## config.mk

```make
export PLATFORM = sky130hd
export DESIGN_NAME = median_frame_ctrl
export DESIGN_NICKNAME = d
export VERILOG_FILES = /design/src/rtl/median_ctrl_pkg.sv /design/src/rtl/median_addr_gen.sv /design/src/rtl/median_frame_ctrl.sv
export SDC_FILE = /design/constraint.sdc
export NUM_CORES = 1
export LEC_CHECK = 0
export BUFFER_PORTS_ARGS = -buffer_cell sky130_fd_sc_hd__buf_2
export CAP_MARGIN = 20
export CORE_MARGIN = 10
export CORE_UTILIZATION = 46
export DETAILED_ROUTE_END_ITERATION = 6
export HOLD_SLACK_MARGIN = 0.15
export PLACE_DENSITY = 0.78
export RECOVER_POWER = 50
export SYNTH_ARGS = -nofsm -noshare
export SYNTH_HDL_FRONTEND = slang
export SYNTH_SLANG_ARGS = --single-unit
export TNS_END_PERCENT = 30
```

## constraint.sdc

```tcl
create_clock -name CLK -period 2.9 [get_ports CLK]
set_input_delay 0.145 -clock CLK [delete_from_list [all_inputs] [get_ports CLK]]
set_output_delay 0.145 -clock CLK [all_outputs]
set_load 0.03 [all_outputs]
```

## src/rtl/median_ctrl_pkg.sv

```systemverilog
// Shared types and tap-offset table for the median frame controller.
package median_ctrl_pkg;

    typedef enum logic [1:0] {
        IDLE  = 2'd0,
        FETCH = 2'd1,
        WAIT  = 2'd2,
        WRITE = 2'd3
    } ctrl_state_t;

    localparam int         TAP_N    = 9;
    localparam logic [3:0] TAP_LAST = 4'(TAP_N - 1);

    // Tap k walks the 3x3 window in raster order: dx = k%3-1, dy = k/3-1.
    function automatic logic signed [1:0] tap_dx(input logic [3:0] tap);
        case (tap)
            4'd0, 4'd3, 4'd6: tap_dx = -2'sd1;
            4'd1, 4'd4, 4'd7: tap_dx = 2'sd0;
            default:          tap_dx = 2'sd1;
        endcase
    endfunction

    function automatic logic signed [1:0] tap_dy(input logic [3:0] tap);
        case (tap)
            4'd0, 4'd1, 4'd2: tap_dy = -2'sd1;
            4'd3, 4'd4, 4'd5: tap_dy = 2'sd0;
            default:          tap_dy = 2'sd1;
        endcase
    endfunction

endpackage

```

## src/rtl/median_addr_gen.sv

```systemverilog
// Maps (x, y, tap) to the source address of that window sample, replicating edge pixels.
module median_addr_gen
    import median_ctrl_pkg::*;
#(
    parameter int IMG_W  = 16,
    parameter int IMG_H  = 16,
    parameter int ADDR_W = 8,
    parameter int XW     = 4,
    parameter int YW     = 4
) (
    input  logic [XW-1:0]     i_x,
    input  logic [YW-1:0]     i_y,
    input  logic [3:0]        i_tap,
    output logic [ADDR_W-1:0] o_addr
);

    int w_col;
    int w_row;

    always_comb begin
        w_col = int'(i_x) + int'(tap_dx(i_tap));
        w_row = int'(i_y) + int'(tap_dy(i_tap));
        if (w_col < 0)
            w_col = 0;
        else if (w_col > IMG_W - 1)
            w_col = IMG_W - 1;
        if (w_row < 0)
            w_row = 0;
        else if (w_row > IMG_H - 1)
            w_row = IMG_H - 1;
        o_addr = ADDR_W'(w_row * IMG_W + w_col);
    end

endmodule

```

## src/rtl/median_frame_ctrl.sv

```systemverilog
// Raster-order frame sequencer feeding 3x3 windows into the serial median engine
// and writing each result back to the destination RAM.
module median_frame_ctrl
    import median_ctrl_pkg::*;
#(
    parameter int WIDTH   = 8,
    parameter int IMG_W   = 16,
    parameter int IMG_H   = 16,
    parameter int ADDR_W  = $clog2(IMG_W * IMG_H),
    parameter int TIMEOUT = 64
) (
    input  logic              CLK,
    input  logic              nRST,
    input  logic              START,
    input  logic              ABORT,
    output logic              BUSY,
    output logic              DONE,
    output logic              ERR,
    output logic              RD_EN,
    output logic [ADDR_W-1:0] RD_ADDR,
    input  logic [WIDTH-1:0]  RD_DATA,
    output logic              WR_EN,
    output logic [ADDR_W-1:0] WR_ADDR,
    output logic [WIDTH-1:0]  WR_DATA,
    output logic [WIDTH-1:0]  MED_DI,
    output logic              MED_DSI,
    output logic              MED_nRST,
    input  logic [WIDTH-1:0]  MED_DO,
    input  logic              MED_DSO,
    output logic [1:0]        o_dbg_state
);

    localparam int XW = $clog2(IMG_W);
    localparam int YW = $clog2(IMG_H);
    localparam int CW = $clog2(TIMEOUT + 1);

    ctrl_state_t       r_state;
    logic [XW-1:0]     r_x;
    logic [YW-1:0]     r_y;
    logic [3:0]        r_tap;
    logic [CW-1:0]     r_wait_cnt;
    logic              r_busy;
    logic              r_done;
    logic              r_err;
    logic              r_rd_en;
    logic              r_dsi;
    logic              r_wr_en;
    logic [ADDR_W-1:0] r_wr_addr;
    logic [WIDTH-1:0]  r_wr_data;
    logic              r_flush;

    logic [ADDR_W-1:0] w_rd_addr;
    logic [ADDR_W-1:0] w_pix_addr;
    logic              w_last_x;
    logic              w_last_pix;

    median_addr_gen #(
        .IMG_W (IMG_W),
        .IMG_H (IMG_H),
        .ADDR_W(ADDR_W),
        .XW    (XW),
        .YW    (YW)
    ) u_addr_gen (
        .i_x   (r_x),
        .i_y   (r_y),
        .i_tap (r_tap),
        .o_addr(w_rd_addr)
    );

    assign w_pix_addr = ADDR_W'(int'(r_y) * IMG_W + int'(r_x));
    assign w_last_x   = (r_x == XW'(IMG_W - 1));
    assign w_last_pix = w_last_x && (r_y == YW'(IMG_H - 1));

    // ABORT outranks everything but reset; it also drops a coincident START.
    always_ff @(posedge CLK) begin
        if (!nRST) begin
            r_state    <= IDLE;
            r_x        <= '0;
            r_y        <= '0;
            r_tap      <= '0;
            r_wait_cnt <= '0;
            r_busy     <= 1'b0;
            r_done     <= 1'b0;
            r_err      <= 1'b0;
            r_rd_en    <= 1'b0;
            r_dsi      <= 1'b0;
            r_wr_en    <= 1'b0;
            r_wr_addr  <= '0;
            r_wr_data  <= '0;
            r_flush    <= 1'b0;
        end else begin
            r_dsi   <= r_rd_en;
            r_done  <= 1'b0;
            r_flush <= 1'b0;
            r_wr_en <= 1'b0;
            if (ABORT) begin
                r_state <= IDLE;
                r_busy  <= 1'b0;
                r_rd_en <= 1'b0;
                r_dsi   <= 1'b0;
                r_flush <= 1'b1;
                r_x     <= '0;
                r_y     <= '0;
                r_tap   <= '0;
            end else begin
                case (r_state)
                    IDLE: begin
                        if (START) begin
                            r_state <= FETCH;
                            r_x     <= '0;
                            r_y     <= '0;
                            r_tap   <= '0;
                            r_err   <= 1'b0;
                            r_busy  <= 1'b1;
                            r_rd_en <= 1'b1;
                        end
                    end
                    FETCH: begin
                        if (r_tap == TAP_LAST) begin
                            r_state    <= WAIT;
                            r_rd_en    <= 1'b0;
                            r_wait_cnt <= '0;
                        end else begin
                            r_tap <= r_tap + 4'd1;
                        end
                    end
                    WAIT: begin
                        if (MED_DSO) begin
                            r_state   <= WRITE;
                            r_wr_en   <= 1'b1;
                            r_wr_addr <= w_pix_addr;
                            r_wr_data <= MED_DO;
                        end else if (r_wait_cnt == CW'(TIMEOUT - 1)) begin
                            r_state <= IDLE;
                            r_err   <= 1'b1;
                            r_flush <= 1'b1;
                            r_busy  <= 1'b0;
                        end else begin
                            r_wait_cnt <= r_wait_cnt + 1'b1;
                        end
                    end
                    WRITE: begin
                        r_tap <= '0;
                        if (w_last_pix) begin
                            r_state <= IDLE;
                            r_done  <= 1'b1;
                            r_busy  <= 1'b0;
                            r_x     <= '0;
                            r_y     <= '0;
                        end else begin
                            r_state <= FETCH;
                            r_rd_en <= 1'b1;
                            if (w_last_x) begin
                                r_x <= '0;
                                r_y <= r_y + 1'b1;
                            end else begin
                                r_x <= r_x + 1'b1;
                            end
                        end
                    end
                    default: r_state <= IDLE;
                endcase
            end
        end
    end

    assign BUSY        = r_busy;
    assign DONE        = r_done;
    assign ERR         = r_err;
    assign RD_EN       = r_rd_en;
    assign RD_ADDR     = w_rd_addr;
    assign WR_EN       = r_wr_en;
    assign WR_ADDR     = r_wr_addr;
    assign WR_DATA     = r_wr_data;
    assign MED_DI      = RD_DATA;
    assign MED_DSI     = r_dsi;
    assign MED_nRST    = nRST & ~r_flush;
    assign o_dbg_state = r_state;

endmodule

```

==> flow_summary.toml <==
[status]
status = "finished, violations left"
violations = "negative setup slack"

[yosys]
avgSynthCellArea_um2 = 7.90
yosysWarnings = 0
synth_most_common_cell = "nand2_1"
ys_seq_elements = 44
synthTopCellsByArea = "dfxtp_1 (32%), ha_1 (12%), a21oi_1 (7.4%), nand2_1 (6.2%), nor2_1 (4.0%)"
synth_nets = 392
synth_area_leader_cell = "dfxtp_1"
synthArstFlopShare = 0
synth_area_um2 = 2720
synth_edf_count = 0
synth_common_cells = "nand2_1 (45), dfxtp_1 (44), a21oi_1 (40)"
synth_top_cell_area_share = 0.324
synthFlopType = "dfxtp_1"
synthDistinctLibCells = 47
syn-instance-count = 344
ys_seq_area_frac = 0.324

[routing]
drt_iter0_drc = 215
avgRoutedWirePerCell_um = 14.2
drc_errors = 0
top_layer_used = "met4"
via_per_inst = 5.40
wl_met1_mm = 3.00
met3_length_um = 318
finalWirelength_mm = 6.81
ant_nets = 0
dr.pass1.iters = 4
vias = 2590
wl_met2_mm = 3.41

[sta]
rsz0062_at_grt = "yes"
final_hold_viol_count = 0
tightest_slew_ns = 0.670
final_max_slew_viol_count = 0
min_period_over_period = 1.08
setup_violations = 8
fmax_mhz = 319
whs_ns = 0.201
finClkSkew_ns = 0.00562
max-slew-margin-rel = 0.553
min_period_ns = 3.13
finalWorstSetupSlack_ns = -0.234

[critical_path]
path_depth = 13
cp-start-kind = "flop"
end_kind = "output pin"
cp_num_buf_inv = 3
cp_slowest_cell = "dfxtp_4"
crit_type = "reg -> out"
r2r_cells = 7
crit_fanout = 4
crit_chain = "buf_6 > ha_4 > or4b_4 > a21o_1 > ha_4 > inv_2 > fa_2 > nor2b_1 > o21bai_1 > or3_1 > a21o_4 > a21oi_4 > buf_6"
arrival_ns = 2.99
slowest_delay_ns = 0.37
critPathTopFamily = "adder cells"
cp.required_ns = 2.76

[place]
placedInstanceArea_um2 = 3130
hpwlAfterDp_mm = 4.76
dp_cells = 458
pre_cts_slack_ns = -0.155
io_buffers = 45
gp_congestion = 0.881

[finish]
finalNetCount = 455
final_cell_area_um2 = 3570
fin_cells = 480
synthToLayoutAreaGrowth_pct = 31.3
drive_gt1_frac = 0.225
antenna_cells = 0

[flow_run]
drv_cap = 0

[clock_network]
clkLatencyLatePin_ns = 0.30
clock_path_buffers = 2
cts.sinks = 44
cts_tree = "done"
clk_pin_slew_worst_paths_ns = 0.09
cts_buffers = 5
cts-root-buf = "clkbuf_8"
cts_htree_levels = 2

[hold_path]
holdPathStages = 3
min_path_type = "in -> reg"

[pwr]
ir_drop_mv = 0.240
p_leak_nw = 1.36
power_density_nw_per_um2 = 347

[global_routing]
grt_pass1_wl_mm = 11.5
antenna_found_initial = 0
grt_pass1_vias = 2519
grt_max_degree = 22
grt_overflow = 0
grtUsageTotal = 0.138

[floorplanning]
die_w_um = 96.9
io_pins = 62
die-area_um2 = 9380
core_area_um2 = 5610
initial_core_util = 0.485
rows = 27
die_y_um = 96.9
[through the flow]
stage                     TNS [ns]  utilization  power, mW
after global routing         -2.64        0.636       1.29
after floorplan                  0            -      0.732
final                        -1.36        0.636       1.24
after detailed placement    -0.751        0.558      0.747
after global placement      -0.287        0.558      0.745
after CTS                    -1.24        0.616       1.24
[layout by cell type (no fill, tap or decap), drive strengths merged, types with 8 or more instances in the layout]
cell         synthesis  layout
a21oi               40      40
buf                  9      40
clkbuf               9      30
dfxtp               44      44
dlygate4sd3          0       9
ha                  25      25
inv                 22      23
nand2               45      45
nand3               15      15
nor2                29      29
nor3                 8       8
o21ai               19      19
[worst reg2reg max path: stages, from the launching register on]
cell	delay, ns
dfxtp_1	0.45
inv_1	0.14
ha_1	0.36
inv_1	0.07
a211o_1	0.34
a211o_1	0.37
or3_1	0.32
a21oi_1	0.14
[registers in the layout, summed over array words and instances (netlist names)]
name	cells
BUSY	1
DONE	1
ERR	1
MED_DSI	1
RD_EN	1
WR_ADDR	8
WR_DATA	8
WR_EN	1
o_dbg_state	2
r_flush	1
r_tap	4
r_wait_cnt	7
r_x	4
r_y	4
[routing by layer]
layer,vias up,GRT usage
met2,63,0.237
met3,10,0.0341
li1,1311,-
met4,0,0.0372
met1,1206,0.165
met5,-,0
[kinds of logic after synthesis]
family,after synthesis,synth area share
xor gates and xnor gates,12,0.0387
other,1,0.00138
and+or+nand+nor,129,0.228
muxes,4,0.0161
AOI/OAI and AO/OA,87,0.195
buffers and inverters,40,0.0668
adders and majority gates,27,0.130
DFF,44,0.324
[cell type report]
cell class / count / area [um2]
Tap cell: 72 / 90.1
Inverter: 22 / 87.6
Timing Repair Buffer: 74 / 483
Clock inverter: 3 / 46.3
Sequential cell: 44 / 888
Clock buffer: 5 / 68.8
Fill cell: 491 / 2040
Multi-Input combinational cell: 260 / 1900
[repair_timing]
| action | 4_1_cts | 5_1_grt |
|---|---|---|
| cloned | 0 | 0 |
| endpoints found under the setup margin | 8 | 8 |
| hold buffers | 9 | 0 |
| buffers inserted | 2 | 3 |
| gates resized for setup | 32 | 29 |
| pin swaps | 13 | 13 |
| endpoints found under the hold margin | 9 | 0 |
[power breakdown]
group / switching, mW / internal, mW / total, mW
Sequential: 0.00439 / 0.607 / 0.611
Combinational: 0.0856 / 0.0532 / 0.139
Clock: 0.229 / 0.260 / 0.489
Total: 0.319 / 0.920 / 1.24
[final timing paths]
kind / startpoint / endpoint / slack [ns]
setup reg to reg: o_dbg_state[0] / r_wait_cnt[6] / 0.65
hold reg to reg: WR_DATA[1] / WR_DATA[1] / 0.46
setup / recovery: r_tap[0] / RD_ADDR[1] / -0.23
hold / removal: ABORT / r_flush / 0.20
No activity file was read; power rests on OpenSTA's default activity.
